$ cat src/rtl/cordic_pkg.sv
// Shared constants for the vectoring CORDIC: widths, float fields, angle table, FSM states.
// Pure declarations; no logic, no latency, no flow control.
package cordic_pkg;

    localparam int CORDIC_M  = 22;
    localparam int W         = 32;
    localparam int FIXED_W   = 26;
    localparam int INT_W     = 28;
    localparam int ANG_W     = 27;
    localparam int CNT_W     = 5;
    localparam int FRAC_BITS = 24;

    localparam int FLT_BIAS = 127;
    localparam int SIGN_BIT = 31;
    localparam int EXP_HI   = 30;
    localparam int EXP_LO   = 23;
    localparam int MANT_HI  = 22;
    localparam int MANT_LO  = 0;

    localparam logic signed [ANG_W-1:0] PI_HALF     = 27'sd26353589;
    localparam logic signed [ANG_W-1:0] NEG_PI_HALF = -27'sd26353589;

    typedef enum logic [1:0] {
        ST_IDLE,
        ST_PREP,
        ST_ITER,
        ST_PACK
    } state_t;

    // atan(2^-i) scaled by 2^24, rounded to nearest
    function automatic logic signed [ANG_W-1:0] atan_lut(input logic [CNT_W-1:0] i);
        case (i)
            5'd0:    atan_lut = 27'sd13176795;
            5'd1:    atan_lut = 27'sd7778716;
            5'd2:    atan_lut = 27'sd4110061;
            5'd3:    atan_lut = 27'sd2086331;
            5'd4:    atan_lut = 27'sd1047214;
            5'd5:    atan_lut = 27'sd524117;
            5'd6:    atan_lut = 27'sd262123;
            5'd7:    atan_lut = 27'sd131069;
            5'd8:    atan_lut = 27'sd65536;
            5'd9:    atan_lut = 27'sd32768;
            5'd10:   atan_lut = 27'sd16384;
            5'd11:   atan_lut = 27'sd8192;
            5'd12:   atan_lut = 27'sd4096;
            5'd13:   atan_lut = 27'sd2048;
            5'd14:   atan_lut = 27'sd1024;
            5'd15:   atan_lut = 27'sd512;
            5'd16:   atan_lut = 27'sd256;
            5'd17:   atan_lut = 27'sd128;
            5'd18:   atan_lut = 27'sd64;
            5'd19:   atan_lut = 27'sd32;
            5'd20:   atan_lut = 27'sd16;
            5'd21:   atan_lut = 27'sd8;
            5'd22:   atan_lut = 27'sd4;
            5'd23:   atan_lut = 27'sd2;
            default: atan_lut = '0;
        endcase
    endfunction

endpackage

$ cat src/rtl/cordic_vectoring_if.sv
// Start/done handshake bundle for the vectoring CORDIC custom instruction.
// No latency of its own; the unit never stalls its consumer, start is dropped while busy.
interface cordic_vectoring_if;
    import cordic_pkg::*;

    logic             start;
    logic [W-1:0]     dataa;
    logic [W-1:0]     datab;
    logic             busy;
    logic             done;
    logic [W-1:0]     result;
    logic [ANG_W-1:0] fixedpoint_out;

    modport master (
        output start, dataa, datab,
        input  busy, done, result, fixedpoint_out
    );

    modport slave (
        input  start, dataa, datab,
        output busy, done, result, fixedpoint_out
    );
endinterface

$ cat src/rtl/float_to_fixed.sv
// Float32 to signed Q1.24 with saturation at +/-(2-2^-24); zero/denormal and tiny values give 0.
// Combinational, no backpressure.
module float_to_fixed
    import cordic_pkg::*;
(
    input  logic [W-1:0]              f,
    output logic signed [FIXED_W-1:0] q
);

    logic [7:0]         e;
    logic [23:0]        mant;
    logic [7:0]         rsh;
    logic [FIXED_W-2:0] mag;

    always_comb begin
        e    = f[EXP_HI:EXP_LO];
        mant = {1'b1, f[MANT_HI:MANT_LO]};
        rsh  = 8'(FLT_BIAS - 1) - e;
        mag  = '0;
        // Inf/NaN land in the e > bias branch and saturate like any large value
        if (e == 8'd0)
            mag = '0;
        else if (e > 8'(FLT_BIAS))
            mag = '1;
        else if (e == 8'(FLT_BIAS))
            mag = {mant, 1'b0};
        else if (rsh < 8'(FRAC_BITS))
            mag = 25'(mant >> rsh);
        q = f[SIGN_BIT] ? -$signed({1'b0, mag}) : $signed({1'b0, mag});
    end

endmodule

$ cat src/rtl/cordic_vectoring.sv
// Iterative vectoring CORDIC: atan2(datab, dataa) in radians as float32, one micro-rotation per clock.
// Latency M+2 clocks from accepted start to done; start is ignored while busy, no output backpressure.
module cordic_vectoring
    import cordic_pkg::*;
#(
    parameter int M = CORDIC_M
) (
    input  logic clk,
    input  logic rst,
    cordic_vectoring_if.slave bus
);

    state_t                    state;
    logic [W-1:0]              a_q, b_q;
    logic signed [FIXED_W-1:0] a_fix, b_fix;
    logic signed [INT_W-1:0]   x_q, y_q;
    logic signed [ANG_W-1:0]   z_q;
    logic [CNT_W-1:0]          cnt;
    logic                      zero_in;
    logic                      busy_q, done_q;
    logic [W-1:0]              result_q;
    logic [ANG_W-1:0]          fixed_q;

    float_to_fixed u_cvt_a (.f(a_q), .q(a_fix));
    float_to_fixed u_cvt_b (.f(b_q), .q(b_fix));

    // Fold into the right half-plane so the iterations only cover +/-pi/2
    logic signed [INT_W-1:0] xa, yb, x0, y0;
    logic signed [ANG_W-1:0] z0;

    always_comb begin
        xa = {{(INT_W-FIXED_W){a_fix[FIXED_W-1]}}, a_fix};
        yb = {{(INT_W-FIXED_W){b_fix[FIXED_W-1]}}, b_fix};
        if (!xa[INT_W-1]) begin
            x0 = xa;
            y0 = yb;
            z0 = '0;
        end else if (!yb[INT_W-1]) begin
            x0 = yb;
            y0 = -xa;
            z0 = PI_HALF;
        end else begin
            x0 = -yb;
            y0 = xa;
            z0 = NEG_PI_HALF;
        end
    end

    logic signed [INT_W-1:0] xs, ys;
    logic signed [ANG_W-1:0] at;

    always_comb begin
        xs = x_q >>> cnt;
        ys = y_q >>> cnt;
        at = atan_lut(cnt);
    end

    logic signed [ANG_W-1:0] z_fin;
    logic [ANG_W-1:0]        z_mag, norm;
    logic [4:0]              lead;
    logic [22:0]             mant_o;
    logic [7:0]              exp_o;
    logic [W-1:0]            flt;

    always_comb begin
        z_fin = zero_in ? '0 : z_q;
        z_mag = z_fin[ANG_W-1] ? -z_fin : z_fin;
        lead  = '0;
        for (int k = 0; k < ANG_W; k++) begin
            if (z_mag[k])
                lead = 5'(k);
        end
        norm   = z_mag << (5'(ANG_W-1) - lead);
        // Hidden one sits at bit ANG_W-1 after normalising; keep the next 23 bits, truncated
        mant_o = 23'(norm >> (ANG_W - 24));
        exp_o  = 8'(FLT_BIAS - FRAC_BITS) + {3'b000, lead};
        flt    = '0;
        if (z_mag != '0)
            flt = {z_fin[ANG_W-1], exp_o, mant_o};
    end

    always_ff @(posedge clk) begin
        if (rst) begin
            state    <= ST_IDLE;
            a_q      <= '0;
            b_q      <= '0;
            x_q      <= '0;
            y_q      <= '0;
            z_q      <= '0;
            cnt      <= '0;
            zero_in  <= 1'b0;
            busy_q   <= 1'b0;
            done_q   <= 1'b0;
            result_q <= '0;
            fixed_q  <= '0;
        end else begin
            done_q <= 1'b0;
            case (state)
                ST_IDLE: begin
                    if (bus.start) begin
                        a_q    <= bus.dataa;
                        b_q    <= bus.datab;
                        busy_q <= 1'b1;
                        state  <= ST_PREP;
                    end
                end
                ST_PREP: begin
                    x_q     <= x0;
                    y_q     <= y0;
                    z_q     <= z0;
                    cnt     <= '0;
                    zero_in <= (a_fix == '0) && (b_fix == '0);
                    state   <= ST_ITER;
                end
                ST_ITER: begin
                    if (!y_q[INT_W-1]) begin
                        x_q <= x_q + ys;
                        y_q <= y_q - xs;
                        z_q <= z_q + at;
                    end else begin
                        x_q <= x_q - ys;
                        y_q <= y_q + xs;
                        z_q <= z_q - at;
                    end
                    cnt <= cnt + 1'b1;
                    if (cnt == CNT_W'(M - 1))
                        state <= ST_PACK;
                end
                ST_PACK: begin
                    result_q <= flt;
                    fixed_q  <= z_fin;
                    done_q   <= 1'b1;
                    busy_q   <= 1'b0;
                    state    <= ST_IDLE;
                end
                default: state <= ST_IDLE;
            endcase
        end
    end

    assign bus.busy           = busy_q;
    assign bus.done           = done_q;
    assign bus.result         = result_q;
    assign bus.fixedpoint_out = fixed_q;

endmodule

$ cat src/flat_wrapper.sv
// flat-port wrapper written by rule: the top's interface ports become plain ports
module cordic_vectoring_flat import cordic_pkg::*;
#(
    parameter int M = CORDIC_M
)
  (clk, rst, bus_start, bus_dataa, bus_datab, bus_busy, bus_done, bus_result, bus_fixedpoint_out);
  cordic_vectoring_if bus_i ();
  input  logic clk;
  input  logic rst;
  input wire logic [$bits(bus_i.start)-1:0] bus_start;
  input wire logic [$bits(bus_i.dataa)-1:0] bus_dataa;
  input wire logic [$bits(bus_i.datab)-1:0] bus_datab;
  output wire logic [$bits(bus_i.busy)-1:0] bus_busy;
  output wire logic [$bits(bus_i.done)-1:0] bus_done;
  output wire logic [$bits(bus_i.result)-1:0] bus_result;
  output wire logic [$bits(bus_i.fixedpoint_out)-1:0] bus_fixedpoint_out;
  assign bus_i.start = bus_start;
  assign bus_i.dataa = bus_dataa;
  assign bus_i.datab = bus_datab;
  assign bus_busy = bus_i.busy;
  assign bus_done = bus_i.done;
  assign bus_result = bus_i.result;
  assign bus_fixedpoint_out = bus_i.fixedpoint_out;
  cordic_vectoring #(.M(M)) u_core (.clk(clk), .rst(rst), .bus(bus_i));
endmodule
$ cat config.mk
export PLATFORM = sky130hd
export DESIGN_NAME = cordic_vectoring_flat
export DESIGN_NICKNAME = d
export VERILOG_FILES = /design/src/rtl/cordic_pkg.sv /design/src/rtl/cordic_vectoring_if.sv /design/src/rtl/float_to_fixed.sv /design/src/rtl/cordic_vectoring.sv /design/src/flat_wrapper.sv
export SDC_FILE = /design/constraint.sdc
export NUM_CORES = 1
export LEC_CHECK = 0
export ABC_AREA = 0
export CORE_ASPECT_RATIO = 0.8
export CORE_MARGIN = 2
export CORE_UTILIZATION = 50
export CTS_CLUSTER_DIAMETER = 80
export DETAILED_ROUTE_END_ITERATION = 16
export GPL_TIMING_DRIVEN = 1
export HOLD_SLACK_MARGIN = 0.12
export PLACE_DENSITY = 0.7
export SLEW_MARGIN = 30
export SYNTH_ARGS = -nofsm -noshare
export SYNTH_HDL_FRONTEND = slang
export SYNTH_SLANG_ARGS = --single-unit
$ cat constraint.sdc
create_clock -name clk -period 8.3 [get_ports clk]
set_input_delay 2.49 -clock clk [delete_from_list [all_inputs] [get_ports clk]]
set_output_delay 2.49 -clock clk [all_outputs]
set_load 0.01 [all_outputs]
# Yosys cells after proc, flatten, opt, wreduce, memory -nomap -nowiden

Memories as Yosys holds them, arrays and structs flattened. A register that Yosys moved wholly into a read port is not among the register bits.
Cells that the tools add are included.

Equality and inequality tests: 8
Reduce and logical (&&, ||, !) cells: 12
Bitwise gates (word level): 0
Order comparisons: 4
Shift operators: 5
$add $sub $neg: 16
Divide/modulo/power cells: 0
Multipliers: 0
Multiplexer cells: 60

Operator list:

| operator                                                      | number |
|---|---|
| 2-to-1 mux 25 bit                                             | 8 |
| 2-to-1 mux 28 bit                                             | 6 |
| 2-to-1 mux 27 bit                                             | 5 |
| case mux 28 bit (2 select lines)                              | 2 |
| 2-to-1 mux 5 bit                                              | 13 |
| adder 28 bit                                                  | 2 |
| negator 26 -> 28 bit                                          | 2 |
| >>> shifter 28 x 5 -> 28 bit                                  | 2 |
| subtractor 28 bit                                             | 2 |
| case mux 27 bit (2 select lines)                              | 1 |
| logical NOT 26 bit                                            | 2 |
| 2-to-1 mux 26 bit                                             | 2 |
| negator 25 -> 26 bit                                          | 2 |
| right shift 24 x 8 -> 25 bit                                  | 2 |
| 2-to-1 mux 32 bit                                             | 1 |
| 2-to-1 mux 4 bit                                              | 8 |
| adder 27 bit                                                  | 1 |
| negator 27 bit                                                | 1 |
| nonzero test 27 bit                                           | 1 |
| << shifter 27 x 5 -> 26 bit                                   | 1 |
| subtractor 27 bit                                             | 1 |
| equality test 8 x 7 -> 1 bit, second input constant           | 2 |
| greater-than comparator 8 x 7 -> 1 bit, second input constant | 2 |
| logical NOT 8 bit                                             | 2 |
| other kinds (20)                                              | 34 |

Latch bits: 0
Memory bits (read-only): 768
Word-level logic and storage cells: 118
Bits of input ports: 67
Memory bits (writable): 0
Bits in registers: 216
Output and inout port bits: 61
Memories kept: 1

Memory list:

| name            | depth | bits a word | read ports | clocked after Yosys merged registers in | write ports | RTL line         | text |
|---|---|---|---|---|---|---|---|
| (no name shown) | 32    | 24          | 1          | 1                                       | 0           | cordic_pkg.sv:32 | `case (i)` |

# Longest topological paths before layout

Word-level depth: 32
Depth in mapped cells: 31

# By module

Synthesis repeated with hierarchy kept, for this count alone.

Cell total of the unflattened synthesis: 3591
Area, all modules: 26989.6 um^2

By module, submodules not included:

| module           | sequential area each (um^2) | times used | area an instance (um^2) | cells an instance |
|---|---|---|---|---|
| cordic_vectoring | 4804.6                      | 1          | 21847.2                 | 2915 |
| float_to_fixed   | 0.0                         | 2          | 2571.2                  | 338 |

# Worst setup path after synthesis

OpenSTA, ideal clock, no wires.

Kind: reg-to-reg
Start: register u_core.zero_in
End: register u_core.result_q[20] (netlist: u_core.bus.result[20])
Period minus slack after synthesis: 6.312 ns
Arrival time: 6.192 ns
Data required time: 8.180 ns
Stages on the path, launching flop included: 30
Slack: 1.988 ns
Path through: dfxtp_1 > buf_2 > clkbuf_1 > clkbuf_1 > clkbuf_1 > clkbuf_1 > nor2_1 > inv_1 > ha_1 > or3b_2 > nor3b_1 > o21a_1 > a211oi_1 > o31a_1 > o211ai_1 > a221oi_1 > o211a_1 > buf_2 > buf_2 > ha_1 > inv_1 > o31a_1 > mux2i_1 > o211ai_2 > clkbuf_1 > a211oi_1 > a21oi_1 > mux4_2 > nand2_1 > nand3_1

Word-level cells in the longest chain between the ends: 32
Elaborated cells on any way between the ends: 33

RTL lines:

| item                            | RTL line                | text |
|---|---|---|
| start: declaration              | cordic_vectoring.sv:19  | `logic zero_in;` |
| start signal: assignment        | cordic_vectoring.sv:112 | `zero_in <= (a_fix == '0) && (b_fix == '0);` |
| 2-to-1 mux 27 bit (*)           | cordic_vectoring.sv:66  | `z_fin = zero_in ? '0 : z_q;` |
| negator 27 bit                  | cordic_vectoring.sv:67  | `z_mag = z_fin[ANG_W-1] ? -z_fin : z_fin;` |
| 2-to-1 mux 27 bit (*)           | cordic_vectoring.sv:67  |  |
| 2-to-1 mux 1 bit                | cordic_vectoring.sv:70  | `if (z_mag[k])` |
| 2-to-1 mux 2 bit (2 in series)  | cordic_vectoring.sv:70  |  |
| 2-to-1 mux 3 bit (4 in series)  | cordic_vectoring.sv:70  |  |
| 2-to-1 mux 4 bit (8 in series)  | cordic_vectoring.sv:70  |  |
| 2-to-1 mux 5 bit (11 in series) | cordic_vectoring.sv:70  |  |
| subtractor 5 bit                | cordic_vectoring.sv:73  | `norm = z_mag << (5'(ANG_W-1) - lead);` |
| << shifter 27 x 5 -> 26 bit     | cordic_vectoring.sv:73  |  |
| 2-to-1 mux 32 bit (*)           | cordic_vectoring.sv:78  | `if (z_mag != '0)` |
| end signal: assignment          | cordic_vectoring.sv:130 | `result_q <= flt;` |
| end: declaration                | cordic_vectoring.sv:21  | `logic [W-1:0] result_q;` |

Mark *: on every way between the ends. The rest lies on a longest branch, timed or not.
A chain may end at the register's enable or synchronous reset.

# Final worst setup path

Start: register u_core.cnt[1]
End: register u_core.y_q[27]

Word-level cells in the longest chain between the ends: 4
Elaborated cells on any way between the ends: 5

RTL lines:

| item                                              | RTL line                                         | text |
|---|---|---|
| start: declaration                                | cordic_vectoring.sv:18                           | `logic [CNT_W-1:0] cnt;` |
| start signal: assignment                          | cordic_vectoring.sv:125                          | `cnt <= cnt + 1'b1;` |
| >>> shifter 28 x 5 -> 28 bit (*)                  | cordic_vectoring.sv:53                           | `xs = x_q >>> cnt;` |
| subtractor 28 bit or adder 28 bit (tied branches) | cordic_vectoring.sv:118, cordic_vectoring.sv:122 |  |
| 2-to-1 mux 28 bit (*)                             | cordic_vectoring.sv:116                          | `if (!y_q[INT_W-1]) begin` |
| case mux 28 bit (2 select lines) (*)              | cordic_vectoring.sv:98                           | `case (state)` |
| end signal: assignment                            | cordic_vectoring.sv:109                          | `y_q <= y0;` |
| end signal: assignment                            | cordic_vectoring.sv:118                          | `y_q <= y_q - xs;` |
| end signal: assignment                            | cordic_vectoring.sv:122                          | `y_q <= y_q + xs;` |
| end: declaration                                  | cordic_vectoring.sv:16                           | `logic signed [INT_W-1:0] x_q, y_q;` |

Marks and branches as above.

==> flow_metrics.env <==
export IMPL_status="completed"
export IMPL_grt_pass1_wl_um=150000
export IMPL_holdPathEnd="u_core.bus.result[18]"
export IMPL_syn_inst=3606
export IMPL_finClkSkew_ns=0.0187
export IMPL_boundaryPins=128
export IMPL_max_stage_delay_ns=0.70
export IMPL_cp_start_kind="flip-flop"
export IMPL_ys_types=129
export IMPL_grt_usage_pct=32.7
export IMPL_synth_adder_area_share_pct=5.12
export IMPL_first_pass_iters=8
export IMPL_crit_fanout=38
export IMPL_synthToLayoutAreaGrowth_pct=9.17
export IMPL_start_util_pct=50.9
export IMPL_clock_root_buffer="clkbuf_16"
export IMPL_clock_sinks=240
export IMPL_synthMuxAreaShare_pct=14.1
export IMPL_utilization_pct=55.5
export IMPL_vias=28661
export IMPL_numPortBuffers=127
export IMPL_antenna_cells=0
export IMPL_hpwl_um=72900
export IMPL_clk_path_buf_depth=3
export IMPL_ff_latch_area_um2=4810
export IMPL_placed_cell_area_um2=29000
export IMPL_setup_tns_ns=0
export IMPL_fin_worst_hold_slack_ns=0.470
export IMPL_tritoncts="done"
export IMPL_synth_warnings=0
export IMPL_worstSkewPairLatency_ns=0.60
export IMPL_drc=0
export IMPL_ir_drop_uv=929
export IMPL_tightest_slew_ns=1.01
export IMPL_rows=76
export IMPL_synthArstFlopShare_pct=0
export IMPL_viasPerCell=6.68
export IMPL_grt_max_degree=81
export IMPL_ff2ff_setup_slack_ns=1.50
export IMPL_crit_chain="buf_4 -> mux4_2 -> mux4_2 -> a21boi_0 -> ha_1 -> nand3_1 -> nor4_1 -> nor2_1 -> xnor2_1 -> ha_1 -> a21o_1 -> a21oi_1 -> nor2_1 -> a31oi_1 -> nand3_1 -> a31oi_1 -> o31ai_1 -> a31o_2 -> nand2_1 -> a21boi_0 -> a311oi_1 -> xnor2_1 -> a222oi_1 -> nor2_1"
export IMPL_timing_rr_start="u_core.cnt[1]"
export IMPL_min_delay_start="u_core.bus.result[18]"
export IMPL_clk_transition_reported_paths_ns=0.07
export IMPL_coreArea_um2=54200
export IMPL_cts_inserted_buffers=30
export IMPL_post_drt_wl_per_cell_um=22.6
export IMPL_relSlewSlack_pct=31.9
export IMPL_nNetsFinal=3743
export IMPL_drv_cap=0
export IMPL_wirelength_um=97000
export IMPL_reg2reg_depth=24
export IMPL_cts_setup_buffers=0
export IMPL_synth_compound_area_share_pct=27.2
export IMPL_multi_input_area_um2=21300
export IMPL_path_common_cell="nor2_1"
export IMPL_crit_slowest_cell="dfxtp_2"
export IMPL_hold_buffers=0
export IMPL_avgSynthCellArea_um2=7.64
export IMPL_timing_rr_end="u_core.y_q[27]"
export IMPL_n_fill_cell=5162
export IMPL_power_leakage_nw=11.4
export IMPL_chipHeight_um=214
export IMPL_syn_num_nets=3784
export IMPL_min_period_over_period_pct=82.0
export IMPL_drive_gt1_share_pct=10.6
export IMPL_postRouteAntennaNets=0
export IMPL_crit_type="flip-flop to flip-flop"
export IMPL_place_inst=4235
export IMPL_drt_iter0_drc=4253
export IMPL_synth_flop_cell="dfxtp_1"
export IMPL_synth_xor_area_share_pct=7.78
export IMPL_synth_edf_count=0
export IMPL_gp_congestion=1.02
export IMPL_period_minus_slack_ns=6.80
export IMPL_ys_ff_latch=240
export IMPL_hold_depth=2
export IMPL_finalSetupViolations=0
export IMPL_final_cells=4290
export IMPL_fmax_ghz=0.147
export IMPL_synth_area_um2=27600
export IMPL_antenna_found_initial=2
export IMPL_cp_end_kind="flip-flop"
export IMPL_synth_simple_area_share_pct=22.9
export IMPL_die_x_um=267
export IMPL_rsz0062_at_grt="no"
export IMPL_final_cell_area_um2=30100
export IMPL_cp_required_ns=8.76
export IMPL_die_area_um2=57000
export IMPL_hold_path_class="flip-flop to flip-flop"
export IMPL_grt_ovfl_total=0
export IMPL_htree_levels=1
export IMPL_post_cts_resize_count=0
export IMPL_ys_seq_area_share_pct=17.4
export IMPL_arrival_ns=7.26
export IMPL_final_max_slew_viol_count=0
export IMPL_synth_top_family_by_area="compound AO/OA/AOI/OAI gates"
export IMPL_grt_pass1_vias=25353
export IMPL_finalHoldViolations=0
export IMPL_powerDensity_nw_per_um2=444
[cell usage in the layout (no fill, tap or decap), types with 29 or more instances in the layout]
cell	synthesis	routed
a31oi_1	61	59
nand2_1	434	433
o22ai_1	31	31
and2_1	35	34
mux4_2	101	101
a21oi_1	320	320
nor2_1	387	385
o21ai_0	144	144
clkdlybuf4s50_1	0	126
a22oi_1	42	42
xnor2_1	152	152
ha_1	108	106
clkbuf_16	0	31
a21o_1	39	39
o31ai_1	30	30
mux2_2	41	41
and3_1	41	41
nand3_1	66	66
a211oi_1	67	67
inv_1	75	75
nand2b_1	39	39
xor2_1	81	81
buf_4	10	57
nor3_1	111	110
nor2b_1	34	34
dfxtp_1	240	235
mux2i_1	105	105
o21a_1	29	29
[per-stage QoR]
| step | setup slack [ns] | total power [mW] |
|---|---|---|
| after CTS | 1.59 | 13.0 |
| after global routing | 0.996 | 14.3 |
| final | 1.50 | 13.4 |
| after global placement | 1.53 | 11.6 |
| after floorplan | 1.99 | 9.12 |
| after detailed placement | 1.61 | 11.6 |
[critical path, delay by kind of cell (launching register included)]
family	cells	cell delay [ns]
and+or+nand+nor	7	0.97
muxes	2	0.97
DFF	1	0.70
AOI/OAI and AO/OA	10	2.71
adders and majority gates	2	0.54
buffers and inverters	1	0.50
xor gates and xnor gates	2	0.26
[per-layer routing]
layer	global-route usage (%)	routed length (um)
met5	0	27
met4	5.36	1670
met3	8.64	12100
met2	43.2	37400
met1	52.5	45800
[synth_stat cells, drive strengths merged, types with 63 or more instances]
| cell | number | area [um2] |
|---|---|---|
| clkbuf | 159 | 598 |
| xor2 | 85 | 774 |
| nor2 | 389 | 1470 |
| nor3 | 117 | 622 |
| buf | 99 | 574 |
| mux2i | 106 | 1060 |
| xnor2 | 153 | 1350 |
| nand3 | 71 | 395 |
| inv | 81 | 304 |
| dfxtp | 240 | 4800 |
| mux4 | 102 | 2300 |
| o21ai | 166 | 835 |
| ha | 108 | 1350 |
| nand2 | 437 | 1650 |
| a211oi | 69 | 536 |
| a31oi | 63 | 415 |
| a21oi | 322 | 1630 |
[where the power goes]
part           switching, mW  internal, mW
sequential             0.532          1.39
combinational           6.21          3.85
clock                  0.562         0.803
total                   7.31          6.04
[registers in the layout (all words and copies together) (netlist names)]
name / count
u_core.state: 2
u_core.cnt: 5
u_core.z_q: 27
u_core.at: 24
u_core.bus.result: 32
u_core.x_q: 28
u_core.bus.done: 1
u_core.bus.busy: 1
u_core.zero_in: 1
u_core.bus.fixedpoint_out: 27
u_core.b_q: 32
u_core.y_q: 28
u_core.a_q: 32
[area by class of cell]
cell class | instances | share of cell area, %
clock buffers | 39 | 2.91
clock inverters | 16 | 0.499
inverters | 86 | 1.07
multi-input cells | 3022 | 70.9
flip-flops and latches | 240 | 16.0
well taps | 702 | 2.92
repair buffers | 185 | 5.74
[worst max-delay path by stage]
stage | start | endpoint | slack [ns]
2_1_floorplan | u_core.zero_in | u_core.bus.result[20] | 1.99
3_3_place_gp | u_core.cnt[0] | u_core.y_q[27] | 1.53
3_5_place_dp | u_core.cnt[1] | u_core.y_q[27] | 1.61
4_1_cts | u_core.cnt[1] | u_core.y_q[27] | 1.59
5_1_grt | u_core.cnt[1] | u_core.y_q[27] | 1.0
6_report | u_core.cnt[1] | u_core.y_q[27] | 1.50
[cell families (layout without fill, tap and decap cells)]
| family | Yosys count | after routing |
|---|---|---|
| xor gates and xnor gates | 239 | 239 |
| muxes | 255 | 255 |
| and+or+nand+nor | 1326 | 1326 |
| adders and majority gates | 111 | 111 |
| AOI/OAI and AO/OA | 1091 | 1091 |
| DFF | 240 | 240 |
| buffers and inverters | 344 | 326 |
Power figures use the tool's default switching activity.
